$ cat config.mk
export PLATFORM = sky130hd
export DESIGN_NAME = count_display_driver
export DESIGN_NICKNAME = d
export VERILOG_FILES = /design/src/rtl/count_display_driver.sv
export SDC_FILE = /design/constraint.sdc
export NUM_CORES = 1
export LEC_CHECK = 0
export CELL_PAD_IN_SITES_DETAIL_PLACEMENT = 2
export CELL_PAD_IN_SITES_GLOBAL_PLACEMENT = 2
export CORE_ASPECT_RATIO = 1.5
export CORE_MARGIN = 5
export CORE_UTILIZATION = 41
export CTS_BUF_LIST = sky130_fd_sc_hd__clkbuf_16
export DETAILED_ROUTE_END_ITERATION = 8
export GPL_TIMING_DRIVEN = 0
export PLACE_DENSITY_LB_ADDON = 0.1
export REMOVE_ABC_BUFFERS = 1
export SLEW_MARGIN = 5
export SYNTH_ARGS = -nofsm -noshare
export SYNTH_HDL_FRONTEND = slang
export SYNTH_SLANG_ARGS = --single-unit
$ cat constraint.sdc
create_clock -name clk -period 4.6 [get_ports clk]
set_input_delay 0.46 -clock clk [delete_from_list [all_inputs] [get_ports clk]]
set_output_delay 0.46 -clock clk [all_outputs]
set_load 0.02 [all_outputs]
$ cat src/rtl/count_display_driver.sv
// Binary-to-BCD converter (sequential double-dabble) feeding a 4-digit
// multiplexed seven-segment driver; the converted BCD is also exported with a strobe.
module count_display_driver #(
  parameter int CNT_W       = 10,
  parameter int REFRESH_DIV = 100000,
  parameter bit BLANK_LZ    = 1'b1
) (
  input  logic             clk,
  input  logic             reset,
  input  logic [CNT_W-1:0] count_in,
  output logic [15:0]      bcd_out,
  output logic             bcd_valid,
  output logic             busy,
  output logic [6:0]       seg,
  output logic             dp,
  output logic [3:0]       an
);

  localparam int IW = $clog2(CNT_W + 1);
  localparam int RW = (REFRESH_DIV > 1) ? $clog2(REFRESH_DIV) : 1;
  localparam logic [IW-1:0] ITER_INIT = IW'(CNT_W);
  localparam logic [RW-1:0] REF_LAST  = RW'(REFRESH_DIV - 1);

  typedef enum logic [1:0] {
    ST_IDLE  = 2'd0,
    ST_SHIFT = 2'd1,
    ST_DONE  = 2'd2
  } state_e;

  state_e           state_q, state_d;
  logic [CNT_W-1:0] shreg_q, shreg_d;
  logic [CNT_W-1:0] last_conv_q, last_conv_d;
  logic [15:0]      scratch_q, scratch_d;
  logic [IW-1:0]    iter_q, iter_d;
  logic             force_q, force_d;
  logic             busy_q, busy_d;
  logic [15:0]      bcd_q, bcd_d;
  logic             valid_q, valid_d;
  logic             disp_en_q, disp_en_d;
  logic [RW-1:0]    ref_q, ref_d;
  logic [1:0]       idx_q, idx_d;
  logic [6:0]       seg_q, seg_d;
  logic [3:0]       an_q, an_d;
  logic [3:0]       digit_s;

  // Double-dabble correction: any BCD nibble of 5 or more gets +3 before the shift.
  function automatic logic [15:0] dd_adjust(input logic [15:0] s);
    logic [15:0] r;
    r = s;
    for (int i = 0; i < 4; i++) begin
      if (s[i*4 +: 4] >= 4'd5) begin
        r[i*4 +: 4] = s[i*4 +: 4] + 4'd3;
      end else begin
        r[i*4 +: 4] = s[i*4 +: 4];
      end
    end
    return r;
  endfunction

  // Active-low segment pattern {g,f,e,d,c,b,a}.
  function automatic logic [6:0] seg_decode(input logic [3:0] d);
    case (d)
      4'd0:    seg_decode = 7'h40;
      4'd1:    seg_decode = 7'h79;
      4'd2:    seg_decode = 7'h24;
      4'd3:    seg_decode = 7'h30;
      4'd4:    seg_decode = 7'h19;
      4'd5:    seg_decode = 7'h12;
      4'd6:    seg_decode = 7'h02;
      4'd7:    seg_decode = 7'h78;
      4'd8:    seg_decode = 7'h00;
      4'd9:    seg_decode = 7'h10;
      default: seg_decode = 7'h7F;
    endcase
  endfunction

  // A non-units digit is a leading zero when it and every higher digit are zero.
  function automatic logic lz_blank(input logic [15:0] v, input logic [1:0] i);
    case (i)
      2'd1:    lz_blank = (v[15:4] == 12'd0);
      2'd2:    lz_blank = (v[15:8] == 8'd0);
      2'd3:    lz_blank = (v[15:12] == 4'd0);
      default: lz_blank = 1'b0;
    endcase
  endfunction

  // Converter FSM: capture in IDLE, CNT_W shift iterations, publish in DONE.
  always_comb begin
    state_d     = state_q;
    shreg_d     = shreg_q;
    last_conv_d = last_conv_q;
    scratch_d   = scratch_q;
    iter_d      = iter_q;
    force_d     = force_q;
    busy_d      = busy_q;
    bcd_d       = bcd_q;
    valid_d     = 1'b0;
    disp_en_d   = disp_en_q;
    case (state_q)
      ST_IDLE: begin
        if (force_q || (count_in != last_conv_q)) begin
          shreg_d     = count_in;
          last_conv_d = count_in;
          scratch_d   = 16'd0;
          iter_d      = ITER_INIT;
          busy_d      = 1'b1;
          state_d     = ST_SHIFT;
        end else begin
          state_d = ST_IDLE;
        end
      end
      ST_SHIFT: begin
        {scratch_d, shreg_d} = {dd_adjust(scratch_q), shreg_q} << 1'b1;
        iter_d = iter_q - IW'(1);
        if (iter_q == IW'(1)) begin
          state_d = ST_DONE;
        end else begin
          state_d = ST_SHIFT;
        end
      end
      ST_DONE: begin
        bcd_d     = scratch_q;
        valid_d   = 1'b1;
        busy_d    = 1'b0;
        force_d   = 1'b0;
        disp_en_d = 1'b1;
        state_d   = ST_IDLE;
      end
      default: begin
        busy_d  = 1'b0;
        state_d = ST_IDLE;
      end
    endcase
  end

  // Digit-slot timer; runs even before the first conversion has completed.
  always_comb begin
    if (ref_q == REF_LAST) begin
      ref_d = {RW{1'b0}};
      idx_d = idx_q + 2'd1;
    end else begin
      ref_d = ref_q + RW'(1);
      idx_d = idx_q;
    end
  end

  // Select the nibble shown in the current slot.
  always_comb begin
    case (idx_q)
      2'd0:    digit_s = bcd_q[3:0];
      2'd1:    digit_s = bcd_q[7:4];
      2'd2:    digit_s = bcd_q[11:8];
      2'd3:    digit_s = bcd_q[15:12];
      default: digit_s = 4'd0;
    endcase
  end

  // Next segment and anode values, registered below.
  always_comb begin
    if (BLANK_LZ && lz_blank(bcd_q, idx_q)) begin
      seg_d = 7'h7F;
    end else begin
      seg_d = seg_decode(digit_s);
    end
    if (disp_en_q) begin
      an_d = ~(4'b0001 << idx_q);
    end else begin
      an_d = 4'hF;
    end
  end

  // Converter state registers.
  always_ff @(posedge clk or negedge reset) begin
    if (!reset) begin
      state_q     <= ST_IDLE;
      shreg_q     <= {CNT_W{1'b0}};
      last_conv_q <= {CNT_W{1'b0}};
      scratch_q   <= 16'd0;
      iter_q      <= {IW{1'b0}};
      force_q     <= 1'b1;
      busy_q      <= 1'b0;
      bcd_q       <= 16'd0;
      valid_q     <= 1'b0;
      disp_en_q   <= 1'b0;
    end else begin
      state_q     <= state_d;
      shreg_q     <= shreg_d;
      last_conv_q <= last_conv_d;
      scratch_q   <= scratch_d;
      iter_q      <= iter_d;
      force_q     <= force_d;
      busy_q      <= busy_d;
      bcd_q       <= bcd_d;
      valid_q     <= valid_d;
      disp_en_q   <= disp_en_d;
    end
  end

  // Refresh timer and display output registers.
  always_ff @(posedge clk or negedge reset) begin
    if (!reset) begin
      ref_q <= {RW{1'b0}};
      idx_q <= 2'd0;
      seg_q <= 7'h7F;
      an_q  <= 4'hF;
    end else begin
      ref_q <= ref_d;
      idx_q <= idx_d;
      seg_q <= seg_d;
      an_q  <= an_d;
    end
  end

  assign bcd_out   = bcd_q;
  assign bcd_valid = valid_q;
  assign busy      = busy_q;
  assign seg       = seg_q;
  assign an        = an_q;
  assign dp        = 1'b1;

endmodule

==> out/results.ini, run 1 <==
[status]
outcome=finished, final reports clean

[global_route]
overflow=0
grt_max_degree=49
gr-usage-all-layers=0.182
grt_pass1_wl_um=19000
grt_pass1_vias=3719
antenna_found_initial=0

[timing]
min_period_ns=2.44
setup_ws_ns=2.16
rsz0062_at_grt=false
finalSetupViolCount=0
slew_violations=0
slew_headroom=0.346
finalHoldViolations=0
clock.fmax_mhz=409
period_share=0.531
worstMarginPinSlew_ns=0.978
fin_skew_ns=0.00618
worst_hold_slack_ns=0.145

[floorplan]
die_w_um=95.4
num_rows=46
start_util=0.422
ioPinCount=42
dieArea_sq_um=13200
coreArea_sq_um=10600
die_h_um=138

[yosys]
synth_top_area_cell=dfrtp_1
yosys_warnings=0
ys_seq_elements=92
syn_area_sq_um=4490
yosys.cell_count.top_type=dfrtp_1
synthFlopType=dfrtp_1
synth.top_cell.area_share=0.446
synth_cells=403
synthArstFlopShare=1.00
yosysSeqAreaShare=0.516
ys_top_cells_by_count=80 x dfrtp_1, 36 x nand2_1, 31 x inv_1
yosysUniqueCellTypes=52
synth.area.top_cells=dfrtp_1 45%, mux2_2 7.5%, dfstp_2 7.0%
avgSynthCellArea_sq_um=11.1
synth-edff-count=0

[place]
portBuffers=40
pre_cts_slack_ns=1.91
place.detailed.hpwl_um=7910
gp_congestion=0.765

[route]
antenna_left=0
vias=3183
drc=0
routed_wl_um=11100
dr.pass1.iters=4
first_iter_violations=87
wire_per_inst_um=18.7
via_per_inst=5.37

[clocking]
clock_sinks=92
cts_buffer_depth=2
cts_tree=done
clk_pin_slew_worst_paths_ns=0.06
cts_hold_buf=0
postCtsSetupRepairBufs=0
numCtsBuffers=9
clock_latency_ns=0.33
cts-root-buf=clkbuf_16
cts_max_level=3
cts_resized=0

[critical_path]
cpMostUsedCell=ha_1
critPathSlowestCell=mux2i_1
start_kind=flip-flop
crit_type=flip-flop to flip-flop
end_kind=flip-flop
crit_path_max_fanout=10
cp.required_ns=4.84
slowest_delay_ns=0.69
arrival_ns=2.68
path_cells=inv_1 -> ha_1 -> mux2i_1 -> ha_1 -> o21ai_0 -> nand4_1

[final_layout]
nNetsFinal=475
areaGrowthSynthToFinish_pct=20.3
antenna_cells=0
fill_cells=1045
multi_input_area_sq_um=2020
drive_gt1_frac=0.151
regArea_sq_um=2320

[power]
power.density_nw_per_um2=611
p_leak_uw=0.00242
vdd_drop_max_mv=0.304

[flow_run]
cap_violations=0

[hold_path]
worstHoldPathType=input port to async pin

-- logic make-up (layout without fill, tap and decap cells) --
family,count (synthesis),count (layout),share of synthesized area
adders and majority gates,19,19,0.0530
DFF,92,92,0.516
and+or+nand+nor,100,100,0.117
xor gates and xnor gates,32,32,0.0624
AOI/OAI and AO/OA,75,75,0.112
muxes,41,41,0.101
buffers and inverters,43,89,0.0373
other,1,1,0.000835
-- registers in the layout (all words and copies together), names as in the netlist --
name and flops:
idx_q 2, bcd_out 16, ref_q 17, last_conv_q 10
an 4, bcd_valid 1, scratch_q 16, iter_q 4
state_q 2, busy 1, disp_en_q 1, shreg_q 10
force_q 1, seg 7
-- worst paths after layout --
| check | start | to | slack, ns | cells after the start |
|---|---|---|---|---|
| setup / recovery | idx_q[0] | seg[3] | 2.16 | 6 |
| hold / removal | reset | shreg_q[8] | 0.15 | 1 |
| setup reg to reg | idx_q[0] | seg[3] | 2.16 | 6 |
| hold reg to reg | ref_q[13] | ref_q[13] | 0.50 | 1 |
| max in group asynchronous | reset | an[0] | 3.76 | 2 |
| min in group clk | ref_q[13] | ref_q[13] | 0.50 | 1 |
-- where the power goes --
part	switching (uW)	internal [uW]	leakage [uW]
logic	664	607	0.00113
clock network	300	469	0.000155
registers	188	1070	0.00114
total	1150	2140	0.00242
-- layout by cell type, fill, tap and decap left out, types with 6 or more instances in the layout --
cell type         n
dfrtp_1          80
clkdlybuf4s50_1  39
nand2_1          36
inv_1            33
mux2_2           30
o21ai_0          28
xnor2_1          19
ha_1             19
nor2_1           17
xor2_1           13
dfstp_2          12
mux2i_1          10
o22ai_1           9
clkbuf_16         9
nand3_1           8
nand4_1           8
a2bb2oi_1         7
nor3_1            6
a21oi_1           6
nand2b_1          6
-- metal layers --
layer,up-vias,GRT usage,part of all wire
met5,-,0,0
met4,0,0.0585,0.013
met3,9,0.0277,0.029
met2,50,0.337,0.56
met1,1627,0.207,0.39
li1,1497,-,-
-- critical path, delay by kind of cell (launching register included) --
kind,cells,cell delay [ns]
fa+ha+maj,2,0.76
simple gates,1,0.13
flops,1,0.41
compound gates,1,0.20
mux,1,0.69
buf+inv,1,0.15
-- layout make-up --
class | instances | area share
Sequential cell | 92 | 0.429
Inverter | 31 | 0.0216
Clock inverter | 7 | 0.0155
Timing Repair Buffer | 42 | 0.0839
Multi-Input combinational cell | 268 | 0.375
Clock buffer | 9 | 0.0417
Tap cell | 144 | 0.0334
-- per-stage QoR --
step	instance area (sq um)	instances	total power (uW)	utilization	setup TNS (ns)
after floorplan	4440	391	2100	-	0
after global placement	5020	575	2440	0.471	-35.06
after global routing	5400	593	3540	0.507	0
after detailed placement	5090	577	2550	0.478	0
final	5400	593	3300	0.507	0
after CTS	5400	593	3360	0.507	0
(Power assumes the default switching activity.)
==> run 2, diff against run 1 <==
CORE_UTILIZATION = 34   (was 41)
clock period = 2.2 ns   (was 4.6 ns; I/O delays follow)
==> run 2 against run 1 <==
Effect of this change:
- highest routed layer unchanged
- hold slack improved by 0.31 ns
- routed wire length decreased by 0.27%
- sequential cell count unchanged
- critical path depth increased by 2
- clock power increased by 110%
- largest power group unchanged
- final cell count increased by 4.4%
- die area increased by 19%
- power increased by 110%
- setup slack got worse by 2.0 ns
- maximum frequency increased by 18%
- non-clock buffer count increased by 11
==> out/results.ini, run 2 (synthesized netlist as in run 1, its figures left out) <==
[critical_path]
start_kind=flip-flop
cpMostUsedCell=inv_1
path_cells=inv_1 -> ha_2 -> mux2i_4 -> buf_4 -> inv_1 -> ha_1 -> o21ai_0 -> nand4_1
arrival_ns=2.33
crit_type=flip-flop to flip-flop
slowest_delay_ns=0.41
crit_path_start=idx_q[0]
cp.required_ns=2.45
r2r-start=idx_q[0]
end_kind=flip-flop
crit_path_max_fanout=7
critPathSlowestCell=dfrtp_1

[timing]
fin_skew_ns=0.00608
finalSetupViolCount=0
worstMarginPinSlew_ns=0.806
slew_violations=0
setup_ws_ns=0.120
clock.fmax_mhz=481
slew_headroom=0.461
period_share=0.945
min_period_ns=2.08
finalHoldViolations=0

[clocking]
cts-root-buf=clkbuf_16
cts_tree=done
cts_buffer_depth=2
clk_pin_slew_worst_paths_ns=0.07
cts_max_level=3
clock_sinks=92
numCtsBuffers=9
clock_latency_ns=0.34

[power]
switching_power_uw=2480
power.density_nw_per_um2=1260
seqPwrFrac=0.371
p_sw_frac=0.351
power_frac_clock=0.234
vdd_drop_max_mv=0.519
totalPowerFinal_uw=7050
power.share.combinational=0.395
p_int_uw=4570
p_leak_uw=0.00246

[place]
gp_congestion=0.727
place.detailed.hpwl_um=7920
pre_cts_slack_ns=-0.480
dp_cells=592
portBuffers=40

[final_layout]
nNetsFinal=486
largest-register=ref_q
regArea_sq_um=2320
post_layout_nonfiller_instances=619
layout_commonest_cell=dfrtp_1
largest_reg_flops=17
areaGrowthSynthToFinish_pct=24.6
drive_gt1_frac=0.204
multi_input_area_sq_um=2110
antenna_cells=0
fill_cells=1348
most-common-layout-cells=80 x dfrtp_1, 39 x clkdlybuf4s50_1, 35 x nand2_1

[route]
antenna_left=0
routed_wl_um=11000
via_per_inst=5.24
drc=0
wire_per_inst_um=17.8
vias=3246
dr.pass1.iters=4
first_iter_violations=105

[flow_run]
cap_violations=0

[floorplan]
coreArea_sq_um=13000
num_rows=51
die_h_um=151
start_util=0.347
die_w_um=104
ioPinCount=42
dieArea_sq_um=15600

[global_route]
overflow=0
gr-usage-all-layers=0.152
antenna_found_initial=0
grt_max_degree=48
grt_pass1_vias=3782
grt_pass1_wl_um=19200

[status]
outcome=finished, final reports clean

[hold_path]
worstHoldPathType=input port to async pin

-- run 2: cell count changes in the layout (fill, tap and decap cells not counted), moves of 3 or more --
| cell | change |
|---|---|
| buf_4 | +10 |
| inv_1 | -3 |
| mux2i_1 | -3 |
| ha_2 | +5 |
| ha_1 | -6 |
-- run 2: layout make-up --
type,instances,area share
Multi-Input combinational cell,268,0.377
Clock buffer,9,0.0403
Clock inverter,7,0.0163
Timing Repair Buffer,53,0.0962
Tap cell,159,0.0356
Sequential cell,92,0.414
Inverter,31,0.0208
-- run 2: worst paths after layout --
path	to	slack [ns]	depth (start not counted)
min in group clk	ref_q[16]	0.48	1
hold / removal	scratch_q[11]	0.45	2
hold reg to reg	ref_q[16]	0.48	1
setup reg to reg	seg[0]	0.12	8
setup / recovery	seg[0]	0.12	8
max in group asynchronous	force_q	1.05	3
-- run 2: metal layers --
| metal | GRT usage | vias up | wire length, um |
|---|---|---|---|
| met4 | 0.0544 | 0 | 158 |
| met1 | 0.163 | 1673 | 4500 |
| li1 | - | 1522 | - |
| met2 | 0.293 | 42 | 6110 |
| met3 | 0.0292 | 9 | 273 |
| met5 | 0 | - | 0 |
-- run 2: metrics by stage --
step	hold slack, ns	utilization	setup TNS (ns)	cell area [sq um]
floorplan	-0.0756	-	-6.55	4440
global placement	0.462	0.389	-289.68	5040
detailed placement	0.298	0.394	-9.77	5110
CTS	0.473	0.425	0	5510
global route	0.516	0.432	-0.000122	5590
finish	0.453	0.432	0	5590
-- run 2: critical path, delay by kind of cell (launching register included) --
kind,cells,cell delay [ns]
adder cells (fa/ha/maj),2,0.54
flip-flops,1,0.41
buffers and inverters,3,0.39
multiplexers,1,0.35
AO/OA/AOI/OAI,1,0.17
AND/OR/NAND/NOR,1,0.12
-- run 2: power groups by stage --
stage	clock network, uW	logic, uW	registers [uW]
6_report	1650	2790	2620
2_1_floorplan	0	1680	2700
3_5_place_dp	0	2680	2650
3_3_place_gp	0	2520	2620
5_1_grt	1800	3110	2690
4_1_cts	1710	2810	2620
-- run 2: what timing repair did --
action / in CTS / in global routing
pin swaps: 2 / 4
gates resized for setup: 12 / 7
buffers inserted: 2 / 8
hold buffers: 1 / 0
endpoints found under the hold margin: 37 / 0
setup endpoints to repair: 22 / 30
==> run 3, diff against run 2 <==
HOLD_SLACK_MARGIN = 0.03   (was unset)
==> results of run 3 <==
The final DEF is identical to that of run 2; final timing and power are the same.
